File: config.mk
export PLATFORM = sky130hd
export DESIGN_NAME = spi_flash_boot_loader
export DESIGN_NICKNAME = d
export VERILOG_FILES = /design/src/rtl/spi_flash_boot_loader.sv
export SDC_FILE = /design/constraint.sdc
export NUM_CORES = 1
export LEC_CHECK = 0
export ABC_CLOCK_PERIOD_IN_PS = 3150
export CAP_MARGIN = 10
export CELL_PAD_IN_SITES_DETAIL_PLACEMENT = 1
export CELL_PAD_IN_SITES_GLOBAL_PLACEMENT = 1
export CORE_ASPECT_RATIO = 1.1
export CORE_MARGIN = 4
export CORE_UTILIZATION = 30
export DETAILED_ROUTE_END_ITERATION = 8
export PLACE_DENSITY_LB_ADDON = 0.1
export SETUP_SLACK_MARGIN = 0.3
export SLEW_MARGIN = 5
export SYNTH_ARGS = -nofsm -noshare
export SYNTH_HDL_FRONTEND = slang
export SYNTH_SLANG_ARGS = --single-unit
File: constraint.sdc
create_clock -name clk -period 3.15 [get_ports clk]
set_input_delay 0.63 -clock clk [delete_from_list [all_inputs] [get_ports clk]]
set_output_delay 0.63 -clock clk [all_outputs]
set_load 0.02 [all_outputs]
File: src/rtl/spi_flash_boot_loader.sv
// spi_flash_boot_loader: copies WORD_COUNT words from SPI flash (READ 0x03) into RAM at boot
module spi_flash_boot_loader #(
  parameter int CLK_DIV = 2,
  parameter int ADDR_W  = 24,
  parameter int MEM_AW  = 16,
  parameter int CNT_W   = 16,
  parameter int CS_GAP  = 4
) (
  input  logic              clk,
  input  logic              rst,
  input  logic              start,
  input  logic [ADDR_W-1:0] flash_addr,
  input  logic [MEM_AW-1:0] mem_base,
  input  logic [CNT_W-1:0]  word_count,
  output logic              busy,
  output logic              done,
  output logic              spi_clk,
  output logic              spi_csn,
  output logic              spi_sdo,
  input  logic              spi_sdi,
  output logic              mem_we,
  output logic [MEM_AW-1:0] mem_addr,
  output logic [31:0]       mem_wdata,
  input  logic              mem_ready
);
  localparam int TW = 8 + ADDR_W;
  localparam logic [15:0] DIV_M1 = 16'(CLK_DIV - 1);
  localparam logic [15:0] GAP_M1 = 16'(CS_GAP - 1);
  localparam logic [7:0]  AD_END = 8'(TW);
  typedef enum logic [2:0] {IDLE, CS_SETUP, CMD, ADDR, DATA, WRITE, CS_HOLD, DONE} state_t;
  state_t state;
  logic [15:0]      cnt;
  logic [7:0]       bits;
  logic [TW-1:0]    tx;
  logic [31:0]      rx;
  logic [CNT_W-1:0] rem;
  logic             tick;
  assign tick = cnt == DIV_M1;
  // transfer sequencer: SCK divider, command/address shift-out, data shift-in, RAM write handshake
  always_ff @(posedge clk) begin
    if (rst) begin
      state     <= IDLE;
      busy      <= 1'b0;
      done      <= 1'b0;
      spi_clk   <= 1'b0;
      spi_csn   <= 1'b1;
      spi_sdo   <= 1'b0;
      mem_we    <= 1'b0;
      mem_addr  <= '0;
      mem_wdata <= '0;
      cnt       <= '0;
      bits      <= '0;
      tx        <= '0;
      rx        <= '0;
      rem       <= '0;
    end else begin
      done <= 1'b0;
      case (state)
        IDLE: if (start) begin
          busy     <= 1'b1;
          mem_addr <= mem_base;
          rem      <= word_count;
          tx       <= {8'h03, flash_addr};
          cnt      <= '0;
          bits     <= '0;
          if (word_count == '0) state <= DONE;
          else begin
            state   <= CS_SETUP;
            spi_csn <= 1'b0;
            spi_sdo <= 1'b0;
          end
        end
        CS_SETUP: begin
          cnt <= tick ? '0 : cnt + 16'd1;
          if (tick) state <= CMD;
        end
        CMD, ADDR, DATA: begin
          cnt <= tick ? '0 : cnt + 16'd1;
          if (tick) begin
            spi_clk <= ~spi_clk;
            if (!spi_clk) begin
              rx   <= {rx[30:0], spi_sdi};
              bits <= bits + 8'd1;
            end else begin
              spi_sdo <= tx[TW-2];
              tx      <= tx << 1;
              if (state == CMD && bits == 8'd8) state <= ADDR;
              if (state == ADDR && bits == AD_END) begin
                state <= DATA;
                bits  <= '0;
              end
              if (state == DATA && bits == 8'd32) begin
                state     <= WRITE;
                mem_we    <= 1'b1;
                mem_wdata <= {rx[7:0], rx[15:8], rx[23:16], rx[31:24]};
              end
            end
          end
        end
        WRITE: if (mem_ready) begin
          mem_we   <= 1'b0;
          mem_addr <= mem_addr + MEM_AW'(1);
          rem      <= rem - CNT_W'(1);
          bits     <= '0;
          cnt      <= '0;
          if (rem == CNT_W'(1)) begin
            state   <= CS_HOLD;
            spi_csn <= 1'b1;
          end else state <= DATA;
        end
        CS_HOLD: begin
          cnt <= cnt + 16'd1;
          if (cnt == GAP_M1) begin
            state <= DONE;
            done  <= 1'b1;
            busy  <= 1'b0;
          end
        end
        DONE: begin
          done  <= busy;
          busy  <= 1'b0;
          state <= IDLE;
        end
        default: state <= IDLE;
      endcase
    end
  end
endmodule

[After elaboration in Yosys (flattened, before gate mapping)]
Cells that the tools add are included.
Cells by class
  equal/unequal tests: 23
  multiplexer cells: 50
  $add $sub $neg: 4
  reduce and logical (&&, ||, !) cells: 25
  bitwise operators: 1
Operators with widths (count)
  $mux W16: 7
  $mux W31: 3
  $pmux W16 S2: 2
  $pmux W16 S4: 1
  $pmux W31 S2: 1
  $mux W8: 5
  $add A16 B1 Y16 const B: 2
  $eq A16 B1 Y1 const B: 2
  $mux W3: 10
  $pmux W8 S3: 1
  $reduce_and A5 Y1: 4
  $ne A2 B2 Y1 const B: 9
  $pmux W3 S6: 1
  $eq A16 B2 Y1 const B: 1
  $logic_not A16 Y1: 1
  $sub A16 B1 Y16 const B: 1
  $mux W1: 13
  $eq A3 B3 Y1 const B: 4
  $reduce_and A3 Y1: 4
  $add A8 B1 Y8 const B: 1
  $eq A8 B4 Y1 const B: 1
  $eq A8 B6 Y1 const B: 1
  $pmux W1 S2: 4
  $reduce_and A4 Y1: 2
  16 further kinds: 22
Word-level totals
  input bits: 61
  flip-flop bits (word level): 160
  word-level logic and storage cells: 117

[Longest topological paths before layout]
Gate-level depths: netlist of run 1.
  depth after elaboration: 8
  gate-level depth with buffers: 9
  gate-level depth less buffers: 8

[Least setup slack after synthesis of run 1]
OpenSTA, ideal clock, no wires.
  path type: reg2reg
  from: reg cnt[0]
  to: reg cnt[11]
  clock period less this slack: 2.361 ns
  library setup time: 0.115 ns
  path buffers: 1
  path slack: 0.789 ns
  cell stages (with the launch flop): 9
  arrival time: 2.246 ns
  cells stage by stage: dfxtp_1 -> ha_1 -> or4b_2 -> or4_4 -> o21ai_0 -> a21oi_1 -> o21ai_4 -> buf_6 -> nor2_1
Between the ends
  longest elaborated chain between the ends: 3
  elaborated cells between the ends (all ways): 4
RTL lines
  from (decl): RTL line 32  | logic [15:0] cnt;
  from (signal assigned): RTL line 74  | cnt <= tick ? '0 : cnt + 16'd1;
  from (signal assigned): RTL line 78  | cnt <= tick ? '0 : cnt + 16'd1;
  from (signal assigned): RTL line 112  | cnt <= cnt + 16'd1;
  $add A16 B1 Y16 / $eq A16 B1 Y1 (equally long branches)
  $mux W16: RTL line 74, 78
  $pmux W16 S4 (*): RTL line 58  | case (state)
Every way passes the cells marked *; elsewhere a longest branch is shown, timed or not.
A chain may end at the register's enable or synchronous reset.

[Final worst setup path of run 1]
  from: reg cnt[0]
  to: reg cnt[14]
The elaborated chain is that of the path after synthesis.

==> flow_summary_export.csv, run 1 <==
group,metric,value,unit
outcome,status,"finished clean",
cts,clk_pin_slew_worst_paths,0.08,ns
synthesis,synthFlopType,"dfxtp_1",
setup_path,cpLargestDelayFamily,"simple AND/OR/NAND/NOR gates",
setup_path,reg2reg_to,"cnt[14]",
timing,tightest_slew,0.670,ns
route,first_iter_violations,366,
timing,finClkSkew,0.0158,ns
synthesis,synthTopCellsByCount,"nand2_1, dfxtp_1, a21oi_1, nor2_1, clkbuf_1",
global_route,antenna_found_initial,0,
place,place.gp.congestion,0.777,
timing,hold_viol,0,
setup_path,crit_type,"flop to flop",
cells_and_area,nFillCells,2870,
setup_path,endpoint,"cnt[14]",
synthesis,yosys.area.top_type,"dfxtp_1",
cells_and_area,n_antenna_cell,0,
synthesis,syn_inst,956,
setup_path,r2r_cells,7,
setup_path,cp_slowest_cell,"or4b_2",
setup_path,end_kind,"flop",
power_and_ir_drop,power_density,807,nW/um^2
cts,cts_tree,"built",
global_route,grt_usage,0.159,
timing,finalSetupTns,0,ns
power_and_ir_drop,leakagePower,0.00315,uW
synthesis,yosysMostFrequentCell,"nand2_1",
global_route,grt-ovfl-total,0,
cells_and_area,multiInputGateArea,3770,um^2
timing,timing.hold.ws,0.452,ns
synthesis,syn-cell-area,7290,um^2
timing,setup_viol,0,
cts,cts_sinks,160,
die,rows,59,
cts,cts_max_level,4,
place,port_buffers,114,
setup_path,critical_path.max_stage_delay,0.64,ns
synthesis,synth_edf_count,0,
setup_path,r2r_slack,0.51,ns
route,routedWlPerCell,15.8,um
cts,clockRootBuffer,"clkbuf_16",
die,core-area,23800,um^2
synthesis,ys_async_sr_fraction,0,
synthesis,yosys_warnings,0,
job,cap_viol_max_count,0,
setup_path,cp_data_arrival_time,2.94,ns
min_path,hold_class,"flop to flop",
route,drt_pass1_iterations,4,
timing,finalCriticalPeriod,2.64,ns
cells_and_area,layout.nets,1113,
cts,cts_resized,0,
synthesis,synth_seq_area_share,0.439,
setup_path,startpoint,"cnt[0]",
setup_path,cp_num_cells,7,
die,ios,115,
die,fp.dieH,172,um
route,drc,0,
cells_and_area,drive_gt1_frac,0.0652,
timing,slew_headroom,0.550,
route,routed_wl,21500,um
setup_path,critPathMaxFanout,16,
die,die_area,26900,um^2
cts,cts_buffer_depth,2,
timing,rsz0062_at_grt,"false",
route,via_count,6967,
cts,numCtsBuffers,17,
setup_path,crit_chain,"ha_1 > or4b_2 > or4_4 > o21ai_0 > a21oi_1 > o21ai_4 > nor2_1",
synthesis,synth_seq_cells,160,
die,start_util,0.307,
power_and_ir_drop,peakVddDrop,0.348,mV
global_route,grt_pass1_wl,35300,um
route,drtAntennaViolNets,0,
synthesis,avgSynthCellArea,7.63,um^2
synthesis,synth_area_leaders,"dfxtp_1, nand2_1, a21oi_1, nor2_1, a311oi_1",
synthesis,synth_top_area_frac,0.439,
route,via_per_inst,5.11,
synthesis,syn_nets,1024,
synthesis,synth_cell_types,61,
cells_and_area,seqCellArea,3200,um^2
die,die_w,157,um
timing,clock.fmax,379,MHz
setup_path,crit_path_start_kind,"flop",
global_route,grt_pass1_vias,6899,
cells_and_area,syn_to_final_growth,28.6,%
cts,post_cts_buffers,0,
setup_path,crit_required,3.45,ns
cts,hold_buffers,0,
setup_path,crit_buf_inv,0,
global_route,grt_max_degree,101,
place,hpwl,14200,um
cts,clock_latency,0.43,ns
timing,drv_slew,0,
setup_path,r2r_start,"cnt[0]",
timing,fin_crit_sh,0.838,
[cells in the final DEF (no fill, tap or decap), drive strengths merged, types with 5 or more instances in the layout]
cell,instances
a211oi,14
a21oi,112
a22oi,6
a311oi,25
a31oi,6
and3,7
and4,5
buf,22
clkbuf,17
clkdlybuf4s50,113
clkinv,5
dfxtp,160
ha,7
inv,21
nand2,231
nand3,30
nand4,9
nor2,99
nor3,23
nor4,18
o21ai,38
or4,6
xnor2,12
xor2,10
[per-stage QoR]
stage,util,instances,power [uW],area [um^2],setup slack (ns)
2_1_floorplan,-,956,4510,7290,0.789
3_3_place_gp,0.368,1331,5380,8740,0.551
3_5_place_dp,0.368,1331,5410,8740,0.494
4_1_cts,0.395,1363,7680,9380,0.488
5_1_grt,0.395,1363,8110,9380,0.345
6_report,0.395,1363,7570,9380,0.512
[final cells by class]
class	instances	share of cell area
repair buffers	135	0.142
inverters	14	0.00560
well taps	305	0.0407
multi-input cells	717	0.402
clock inverters	15	0.0232
flip-flops and latches	160	0.341
clock buffers	17	0.0453
[worst min-delay path by stage]
stage,depth (start not counted),startpoint,slack (ns),endpoint
3_3_place_gp,2,mem_wdata[5],0.44,mem_wdata[5]
5_1_grt,2,mem_wdata[25],0.47,mem_wdata[25]
6_report,2,mem_wdata[26],0.45,mem_wdata[26]
4_1_cts,2,mem_wdata[20],0.46,mem_wdata[20]
2_1_floorplan,2,rx[31],0.43,rx[31]
3_5_place_dp,2,mem_wdata[26],0.45,mem_wdata[26]
[sequential cells by signal, indices dropped and copies added (netlist names)]
name / cells
bits: 8
busy: 1
cnt: 16
done: 1
mem_addr: 16
mem_wdata: 32
mem_we: 1
rem: 16
rx: 32
spi_clk: 1
spi_csn: 1
spi_sdo: 1
state: 3
tx: 31
[logic make-up after synthesis]
logic type | count (synthesis) | synth area share
fa+ha+maj | 8 | 0.0134
simple gates | 456 | 0.282
buf+inv | 79 | 0.0444
compound gates | 231 | 0.195
flops | 160 | 0.439
xor+xnor | 22 | 0.0264
[power by group]
part | switching [uW] | leakage (uW) | internal, uW
logic | 1710 | 0.00154 | 1010
registers | 291 | 0.00130 | 2340
clock network | 999 | 0.000309 | 1230
total | 3000 | 0.00315 | 4580
[tightest hold or removal path, cell delays in order (launching register included)]
cell and delay (ns):
dfxtp_1 0.31, nand2_1 0.05, a21oi_1 0.05
[routing by layer]
metal / GRT usage / part of all wire / up-vias
li1: - / - / 3515
met1: 0.220 / 0.50 / 3338
met2: 0.260 / 0.47 / 96
met3: 0.0284 / 0.029 / 18
met4: 0.0385 / 0.0088 / 0
met5: 0 / 0 / -
No activity file was read; power rests on OpenSTA's default activity.
==> run 2: changes to the inputs <==
--- a/config.mk
+++ b/config.mk
@@ -5,7 +5,7 @@
 export SDC_FILE = /design/constraint.sdc
 export NUM_CORES = 1
 export LEC_CHECK = 0
-export ABC_CLOCK_PERIOD_IN_PS = 3150
+export ABC_CLOCK_PERIOD_IN_PS = 2700
 export CAP_MARGIN = 10
 export CELL_PAD_IN_SITES_DETAIL_PLACEMENT = 1
 export CELL_PAD_IN_SITES_GLOBAL_PLACEMENT = 1
==> constraint.sdc (replaced) <==
create_clock -name clk -period 2.7 [get_ports clk]
set_input_delay 0.54 -clock clk [delete_from_list [all_inputs] [get_ports clk]]
set_output_delay 0.54 -clock clk [all_outputs]
set_load 0.02 [all_outputs]
==> flow_summary_export.csv, run 2 (synthesis gave the netlist of run 1 again) <==
group,metric,value,unit
cells_and_area,final_common_cell,"nand2_1",
power_and_ir_drop,p_sw_frac,0.400,
timing,finalSetupTns,0,ns
setup_path,reg2reg_to,"cnt[1]",
timing,hold_viol,0,
setup_path,crit_chain,"clkdlybuf4s50_1",
die,die_w,157,um
place,place.gp.congestion,0.819,
timing,fin_crit_sh,0.850,
place,dp_slack,0.185,ns
cells_and_area,syn_to_final_growth,32.1,%
cts,hold_buffers,0,
timing,finalCriticalPeriod,2.30,ns
timing,slew_headroom,0.588,
die,rows,59,
setup_path,cp_slowest_cell,"clkdlybuf4s50_1",
power_and_ir_drop,peakVddDrop,0.426,mV
global_route,antenna_found_initial,0,
global_route,grt_pass1_vias,6969,
setup_path,r2r_start,"cnt[14]",
global_route,grt_usage,0.163,
setup_path,r2r_cells,7,
route,via_per_inst,5.12,
setup_path,critical_path.max_stage_delay,0.73,ns
setup_path,cp_num_cells,1,
timing,rsz0062_at_grt,"false",
cts,cts_buffer_depth,2,
die,start_util,0.307,
setup_path,critPathMaxFanout,10,
place,port_buffers,114,
global_route,grt-ovfl-total,0,
route,drtAntennaViolNets,0,
die,ios,115,
setup_path,end_kind,"output port",
cells_and_area,reg_top3,"mem_wdata (32), rx (32), tx (31)",
die,fp.dieH,172,um
cts,clk_pin_slew_worst_paths,0.07,ns
route,via_count,7051,
route,routed_wl,21800,um
setup_path,startpoint,"spi_clk",
setup_path,endpoint,"spi_clk",
route,drc,0,
cells_and_area,layout.nets,1126,
power_and_ir_drop,leakagePower,0.00326,uW
global_route,grt_pass1_wl,35900,um
setup_path,crit_buf_inv,1,
route,routedWlPerCell,15.9,um
power_and_ir_drop,total_power,9140,uW
cells_and_area,n_antenna_cell,0,
cts,cts_tree,"built",
setup_path,cpLargestDelayFamily,"buffers and inverters",
route,drt_pass1_iterations,4,
timing,drv_slew,0,
cts,clockRootBuffer,"clkbuf_16",
place,hpwl,14300,um
setup_path,cp_data_arrival_time,1.76,ns
timing,setup_slack,0.405,ns
cells_and_area,drive_gt1_frac,0.0868,
power_and_ir_drop,seq_power_share,0.337,
cts,cts_sinks,160,
timing,setup_viol,0,
setup_path,crit_path_start_kind,"flop",
outcome,status,"finished clean",
power_and_ir_drop,p_int,5480,uW
cells_and_area,nFillCells,2889,
global_route,grt_max_degree,101,
power_and_ir_drop,power_switching,3660,uW
die,die_area,26900,um^2
cts,clock_latency,0.43,ns
power_and_ir_drop,power_frac_comb,0.394,
timing,tightest_slew,0.612,ns
cells_and_area,layout_common_cells,"nand2_1, dfxtp_1, clkdlybuf4s50_1",
power_and_ir_drop,p_clk_frac,0.269,
power_and_ir_drop,power_density,949,nW/um^2
die,core-area,23800,um^2
setup_path,crit_required,2.16,ns
job,cap_viol_max_count,0,
setup_path,crit_type,"flop to output port",
timing,finClkSkew,0.0182,ns
setup_path,r2r_slack,0.42,ns
timing,clock.fmax,436,MHz
route,first_iter_violations,317,
cts,cts_max_level,4,
min_path,hold_class,"flop to flop",
cts,numCtsBuffers,17,
run 2: area by class of cell:
class,instances,area (um^2),share of cell area
sequential,160,3210,0.333
clock inverter,15,181,0.0188
timing repair buffer,148,1580,0.164
inverter,14,52.6,0.00545
clock buffer,17,425,0.0442
tap,305,382,0.0396
multi-input combinational,717,3810,0.395
run 2: timing repair:
| item | in CTS | in global routing |
|---|---|---|
| setup buffers | 3 | 0 |
| cloned | 1 | 2 |
| pin swaps | 2 | 4 |
| gates resized for setup | 4 | 13 |
| setup endpoints to repair | 91 | 85 |
run 2: through the flow:
step                area [um^2]  cells  utilization  hold slack (ns)
detailed placement         8870   1338        0.373            0.447
finish                     9630   1376        0.405            0.453
CTS                        9540   1374        0.402            0.457
global placement           8870   1338        0.373            0.439
floorplan                  7290    956            -            0.432
global route               9630   1376        0.405            0.478
run 2: how the worst min path moves through the flow:
stage / startpoint / endpoint / slack, ns / cells after the start
floorplan: rx[31] / rx[31] / 0.43 / 2
global placement: mem_wdata[1] / mem_wdata[1] / 0.44 / 2
detailed placement: tx[28] / tx[28] / 0.45 / 2
CTS: tx[28] / tx[28] / 0.46 / 2
global route: mem_wdata[4] / mem_wdata[4] / 0.48 / 2
finish: mem_wdata[30] / mem_wdata[30] / 0.45 / 2
run 2: routing by layer:
metal  track usage  vias to the layer above  wire, um
met1         0.221                     3371     10400
met5             0                        -         0
met2         0.270                      113     10400
met4        0.0336                        0       195
li1              -                     3555         -
met3        0.0315                       12       812
run 2: power by group through the flow:
stage	Combinational, uW	Clock (uW)	Sequential [uW]
floorplan	2180	0	3080
global placement	3290	0	3120
detailed placement	3320	0	3130
CTS	3520	2540	3080
global route	4010	2660	3140
finish	3600	2460	3080
run 2: worst reg2reg max path, stage by stage (launching register included):
cell      delay (ns)
dfxtp_1         0.33
or4_4           0.58
or4_4           0.61
o21ai_0         0.13
a21oi_2         0.13
o21ai_4         0.16
buf_12          0.16
a211oi_1        0.06
